<file path="src/rtl/hack_pkg.sv">
// Shared types and constants for the Hack CPU program loader.
package hack_pkg;

    localparam int HACK_WIDTH = 16;

    typedef enum logic [2:0] {
        RUN     = 3'd0,
        CNT_LO  = 3'd1,
        DATA_HI = 3'd2,
        DATA_LO = 3'd3,
        SUM_HI  = 3'd4,
        SUM_LO  = 3'd5,
        ERROR   = 3'd6
    } loader_state_t;

endpackage

</file>
<file path="src/rtl/hack_byte2word.sv">
// Big-endian byte pair assembler: the high byte is held, the low byte passes
// straight through so the assembled word is usable in the cycle it arrives.
module hack_byte2word
    import hack_pkg::*;
(
    input  logic                  clk,
    input  logic                  reset,
    input  logic [7:0]            byte_data,
    input  logic                  hi_en,
    input  logic                  lo_en,
    output logic [HACK_WIDTH-1:0] word,
    output logic                  word_valid
);

    logic [7:0] hi;

    always_ff @(posedge clk) begin
        if (!reset) begin
            hi <= '0;
        end else if (hi_en) begin
            hi <= byte_data;
        end
    end

    assign word       = {hi, byte_data};
    assign word_valid = lo_en;

endmodule

</file>
<file path="src/rtl/hack_rom_loader.sv">
// Serial program loader for the Hack instruction ROM; holds the CPU in reset
// while loading. Define HACK_LOADER_CHECKSUM_EN to add the trailing checksum check.
//
// state   | meaning
// RUN     | CPU running, next byte is the count high byte
// CNT_LO  | waiting for the count low byte
// DATA_HI | waiting for a word high byte
// DATA_LO | waiting for a word low byte, writes the word
// SUM_HI  | waiting for the checksum high byte
// SUM_LO  | waiting for the checksum low byte, compares
// ERROR   | load failed, CPU held in reset until reset
module hack_rom_loader
    import hack_pkg::*;
#(
    parameter int ROM_DEPTH = 32768,
    parameter int ADDR_W    = $clog2(ROM_DEPTH)
) (
    input  logic                  clk,
    input  logic                  reset,
    input  logic [7:0]            in_data,
    input  logic                  in_valid,
    output logic                  in_ready,
    output logic                  rom_we,
    output logic [ADDR_W-1:0]     rom_addr,
    output logic [HACK_WIDTH-1:0] rom_wdata,
    output logic                  cpu_reset,
    output logic                  loading,
    output logic                  error
);

    // One extra bit so a count equal to ROM_DEPTH does not wrap the index.
    localparam int          CNT_W   = ADDR_W + 1;
    localparam logic [31:0] DEPTH_U = 32'(ROM_DEPTH);

    loader_state_t state, state_next;

    logic [CNT_W-1:0]      count, count_next;
    logic [CNT_W-1:0]      idx, idx_next;
    logic                  accept, hi_en, lo_en, word_valid, sum_ok;
    logic [HACK_WIDTH-1:0] word;

    logic                  rom_we_next;
    logic [ADDR_W-1:0]     rom_addr_next;
    logic [HACK_WIDTH-1:0] rom_wdata_next;
    logic                  cpu_reset_next, loading_next, error_next;

`ifdef HACK_LOADER_CHECKSUM_EN
    logic [HACK_WIDTH-1:0] acc, acc_next;
    assign sum_ok = (word == acc);
`else
    assign sum_ok = 1'b1;
`endif

    assign accept = in_valid && in_ready;
    assign hi_en  = accept && (state == RUN || state == DATA_HI || state == SUM_HI);
    assign lo_en  = accept && (state == CNT_LO || state == DATA_LO || state == SUM_LO);

    hack_byte2word u_byte2word (
        .clk        (clk),
        .reset      (reset),
        .byte_data  (in_data),
        .hi_en      (hi_en),
        .lo_en      (lo_en),
        .word       (word),
        .word_valid (word_valid)
    );

    always_comb begin
        state_next     = state;
        count_next     = count;
        idx_next       = idx;
        rom_we_next    = 1'b0;
        rom_addr_next  = rom_addr;
        rom_wdata_next = rom_wdata;
`ifdef HACK_LOADER_CHECKSUM_EN
        acc_next       = acc;
`endif

        case (state)
            RUN: begin
                if (accept) state_next = CNT_LO;
            end
            CNT_LO: begin
                if (word_valid) begin
                    count_next = CNT_W'(word);
                    idx_next   = '0;
`ifdef HACK_LOADER_CHECKSUM_EN
                    acc_next   = '0;
`endif
                    if (32'(word) > DEPTH_U) begin
                        state_next = ERROR;
                    end else if (word == '0) begin
`ifdef HACK_LOADER_CHECKSUM_EN
                        state_next = SUM_HI;
`else
                        state_next = RUN;
`endif
                    end else begin
                        state_next = DATA_HI;
                    end
                end
            end
            DATA_HI: begin
                if (accept) state_next = DATA_LO;
            end
            DATA_LO: begin
                if (word_valid) begin
                    rom_we_next    = 1'b1;
                    rom_addr_next  = idx[ADDR_W-1:0];
                    rom_wdata_next = word;
                    idx_next       = idx + CNT_W'(1);
`ifdef HACK_LOADER_CHECKSUM_EN
                    acc_next       = acc + word;
`endif
                    if (idx_next == count) begin
`ifdef HACK_LOADER_CHECKSUM_EN
                        state_next = SUM_HI;
`else
                        state_next = RUN;
`endif
                    end else begin
                        state_next = DATA_HI;
                    end
                end
            end
            SUM_HI: begin
                if (accept) state_next = SUM_LO;
            end
            SUM_LO: begin
                if (word_valid) state_next = sum_ok ? RUN : ERROR;
            end
            ERROR: begin
                state_next = ERROR;
            end
            default: begin
                state_next = RUN;
            end
        endcase

        loading_next   = (state_next != RUN) && (state_next != ERROR);
        // Held for one cycle beyond the return to RUN so the last write lands first;
        // !in_ready keeps it high in the first cycle out of reset.
        cpu_reset_next = !in_ready || (state != RUN) || (state_next != RUN);
        error_next     = error || (state_next == ERROR);
    end

    always_ff @(posedge clk) begin
        if (!reset) begin
            state <= RUN;
        end else begin
            state <= state_next;
        end
    end

    always_ff @(posedge clk) begin
        if (!reset) begin
            count     <= '0;
            idx       <= '0;
            in_ready  <= 1'b0;
            rom_we    <= 1'b0;
            rom_addr  <= '0;
            rom_wdata <= '0;
            cpu_reset <= 1'b1;
            loading   <= 1'b0;
            error     <= 1'b0;
`ifdef HACK_LOADER_CHECKSUM_EN
            acc       <= '0;
`endif
        end else begin
            count     <= count_next;
            idx       <= idx_next;
            in_ready  <= 1'b1;
            rom_we    <= rom_we_next;
            rom_addr  <= rom_addr_next;
            rom_wdata <= rom_wdata_next;
            cpu_reset <= cpu_reset_next;
            loading   <= loading_next;
            error     <= error_next;
`ifdef HACK_LOADER_CHECKSUM_EN
            acc       <= acc_next;
`endif
        end
    end

endmodule

</file>
<file path="config.mk">
export PLATFORM = sky130hd
export DESIGN_NAME = hack_rom_loader
export DESIGN_NICKNAME = d
export VERILOG_FILES = /design/src/rtl/hack_pkg.sv /design/src/rtl/hack_byte2word.sv /design/src/rtl/hack_rom_loader.sv
export SDC_FILE = /design/constraint.sdc
export NUM_CORES = 1
export LEC_CHECK = 0
export CORE_MARGIN = 2
export CORE_UTILIZATION = 46
export CTS_CLUSTER_DIAMETER = 60
export DETAILED_ROUTE_END_ITERATION = 6
export GPL_ROUTABILITY_DRIVEN = 0
export PLACE_DENSITY_LB_ADDON = 0.1
export SLEW_MARGIN = 5
export SYNTH_ARGS = -nofsm -noshare
export SYNTH_HDL_FRONTEND = slang
export SYNTH_SLANG_ARGS = --single-unit
</file>
<file path="constraint.sdc">
create_clock -name clk -period 1.8 [get_ports clk]
set_input_delay 0.54 -clock clk [delete_from_list [all_inputs] [get_ports clk]]
set_output_delay 0.54 -clock clk [all_outputs]
set_load 0.1 [all_outputs]
</file>
==> summary.txt <==
outcome = finished with violations
failing checks = negative setup slack
synthesis-stage register bit count = 79
critical setup path kind = register to register
via count = 3,409
Ant. Diodes = 0
All-Layer GR Usage = 23.0%
remaining global-route overflow = 0
max cap viols = 0
clock buffer depth = 2
Port Buffer Count = 46
clock-pin slew on the worst setup and hold paths = 0.08 ns
Routed Antenna Nets = 0
RSZ-0062 raised after global routing = true
Clock Skews = 0.00650 ns
Final Util = 68.3%
fin area = 5330 µm²
Slew HR = 72.4%
crit end category = register
global-route wire length before repair = 16,000 µm
syn avg cell area = 8.51 µm²
Die ar. = 8900 µm²
Clock power frac = 36.4%
drt pass-1 iters = 4
yosys warns = 0
area post-placement = 5080 µm²
post-synthesis sequential area ratio = 42.1%
CTS tree = done
switching share of power = 25.1%
Tcrit/Tclk final = 107%
clk_lat worst skew = 0.35 ns
DRT iter0 DRCs = 131
Worst R2R Path Depth = 7
Synth Cell Area = 3750 µm²
Worst VDD drop = 0.469 mV
Starting Density = 48.1%
vias in the first global route = 3,387
routed len/inst = 15.0 µm
H-tree depth = 3
Root Driver = clkbuf_8
CTS Sinks = 79
Mapped Nets = 453
Hold Violations, Final = 0
sequential share of power = 55.0%
Max Freq = 520 MHz
drt drc = 0
final setup violation count = 2
Startpoint Class = register
Hold Crit Class = register to register
Gate power share = 8.6%
Post-DP HPWL = 7090 µm
Syn Inst Count = 441
die width = 94.3 µm
fin nets = 545
Filler Cell Count = 629
cts hold-fix bufs = 0
fraction of layout cells with a size suffix above 1 = 28.1%
Yosys cell types = 56
most common flop cell mapped by yosys = dfxtp_1
Core Box Area = 7810 µm²
LEAKAGE = 2.08 nW
worst hold stages = 2
number of synthesized flops with an enable pin = 0
I/O pin cnt = 47
cell-internal power = 2.43 mW
Worst EP required = 2.04 ns
Worst-Margin Slew = 0.412 ns
WL final = 9620 µm
dpl ws = -0.649 ns
largest net degree at the start of global routing = 53
area grow syn2layout = 41.9%
Core Rows = 32
Tmin final = 1.92 ns
post-layout total power = 3.25 mW
drt via density = 5.33
critical path arrival = 2.16 ns
Final Max Slew Viols = 0
initial antenna violation count = 0
die height = 94.3 µm
Net Switching = 0.817 mW
worst setup margin = -0.121 ns
CP Max Fanout = 2
Cell Pwr Density = 610 nW/µm²
Async SR Flop Fraction = 0%
CTS Buf Count = 9
worst hold slack = 0.476 ns
-- power by group through the flow --
stage	Sequential, mW	Combinational, mW	Clock [mW]
final	1.79	0.279	1.18
after global routing	1.79	0.299	1.28
after CTS	1.79	0.275	1.20
after detailed placement	1.83	0.275	0
after global placement	1.83	0.271	0
after floorplan	1.85	0.118	0
-- placed cells by master, fill, tap and decap left out, types with 4 or more instances in the layout --
cell	instances
o21ai_1	5
nor2b_1	15
clkinv_2	4
and3_1	4
mux2i_1	9
o21ai_0	17
dfxtp_1	74
clkdlybuf4s50_1	6
buf_4	64
buf_12	41
a21oi_1	9
nand4_1	9
nand3_1	6
xor2_1	9
o31ai_1	4
xnor2_1	12
a21boi_0	8
clkbuf_8	10
nor2_1	11
a21boi_1	39
nand2_1	114
-- synthesized netlist by cell type, types with 3 or more instances --
library cell	instances	area share, %
mux2i_1	9	2.4
nand2_1	115	11
or3_1	3	0.50
nor2b_1	15	2.5
a21oi_1	9	1.2
buf_6	6	1.8
dfxtp_1	79	42
nor4_1	3	0.50
nand4_1	9	1.5
and3_1	5	0.83
xor2_1	9	2.1
nand3_1	6	0.80
clkbuf_1	18	1.8
o21ai_0	18	2.4
xnor2_1	13	3.0
nor3b_1	3	0.60
a31oi_1	3	0.50
buf_2	6	0.80
nor2_1	11	1.1
o21ai_1	4	0.53
o31ai_1	4	0.80
inv_1	3	0.30
a21boi_0	8	1.6
a21boi_1	39	7.8
-- registers in the layout, indices dropped and copies added (netlist names) --
name / cells
count: 16
cpu_reset: 1
error: 1
idx: 16
in_ready: 1
loading: 1
rom_addr: 15
rom_wdata: 16
rom_we: 1
state: 3
u_byte2word.hi: 8
-- metal layers --
layer | part of all wire (%) | global-route usage [%]
met5 | 0 | 0
met4 | 2.0 | 9.66
met3 | 3.8 | 3.11
met2 | 49 | 37.9
met1 | 45 | 30.3
-- metrics by stage --
| step | std cells | setup TNS, ns |
|---|---|---|
| after detailed placement | 621 | -23.33 |
| after global routing | 640 | -0.441 |
| final | 640 | -0.234 |
| after global placement | 621 | -19.41 |
| after CTS | 640 | -0.221 |
| after floorplan | 441 | -0.0195 |
-- final cells by class --
class                   instances  area, µm²  share of cell area, %
well taps                     102        128                   2.39
flip-flops and latches         79       1590                   29.9
clock buffers                  10        138                   2.58
multi-input cells             325       2020                   38.0
inverters                       3       11.3                  0.211
repair buffers                115       1400                   26.3
clock inverters                 6       36.3                  0.681
-- cell families (layout without fill, tap and decap cells) --
logic type | Yosys count | count (layout) | share of synthesized area, %
DFF | 79 | 79 | 42.1
and+or+nand+nor | 193 | 193 | 25.3
AOI/OAI and AO/OA | 100 | 100 | 18.8
buffers and inverters | 37 | 134 | 5.93
adders and majority gates | 1 | 1 | 0.333
muxes | 9 | 9 | 2.40
xor gates and xnor gates | 22 | 22 | 5.13
-- path summary, 6_finish.rpt --
| path | slack [ns] | endpoint | startpoint |
|---|---|---|---|
| worst max-delay path | -0.12 | loading | idx[0] |
| worst min-delay path | 0.48 | count[8] | count[8] |
| worst max register to register | -0.12 | loading | idx[0] |
| worst min register to register | 0.48 | count[8] | count[8] |
-- critical path: stages, from the launching register on --
cell and delay [ns]:
dfxtp_4 0.36, ha_4 0.28, xnor2_2 0.10, nand4_1 0.10, nor4b_2 0.33, nand4_2 0.17, o41ai_4 0.39, nor2_1 0.09
-- what timing repair did --
item / in CTS / in global routing
setup buffers: 3 / 0
pin swaps: 6 / 8
hold endpoints to repair: 0 / 0
cloned: 0 / 0
gates resized for setup: 10 / 7
endpoints found under the setup margin: 11 / 61
Note: power is estimated with default switching activity, not from simulation.
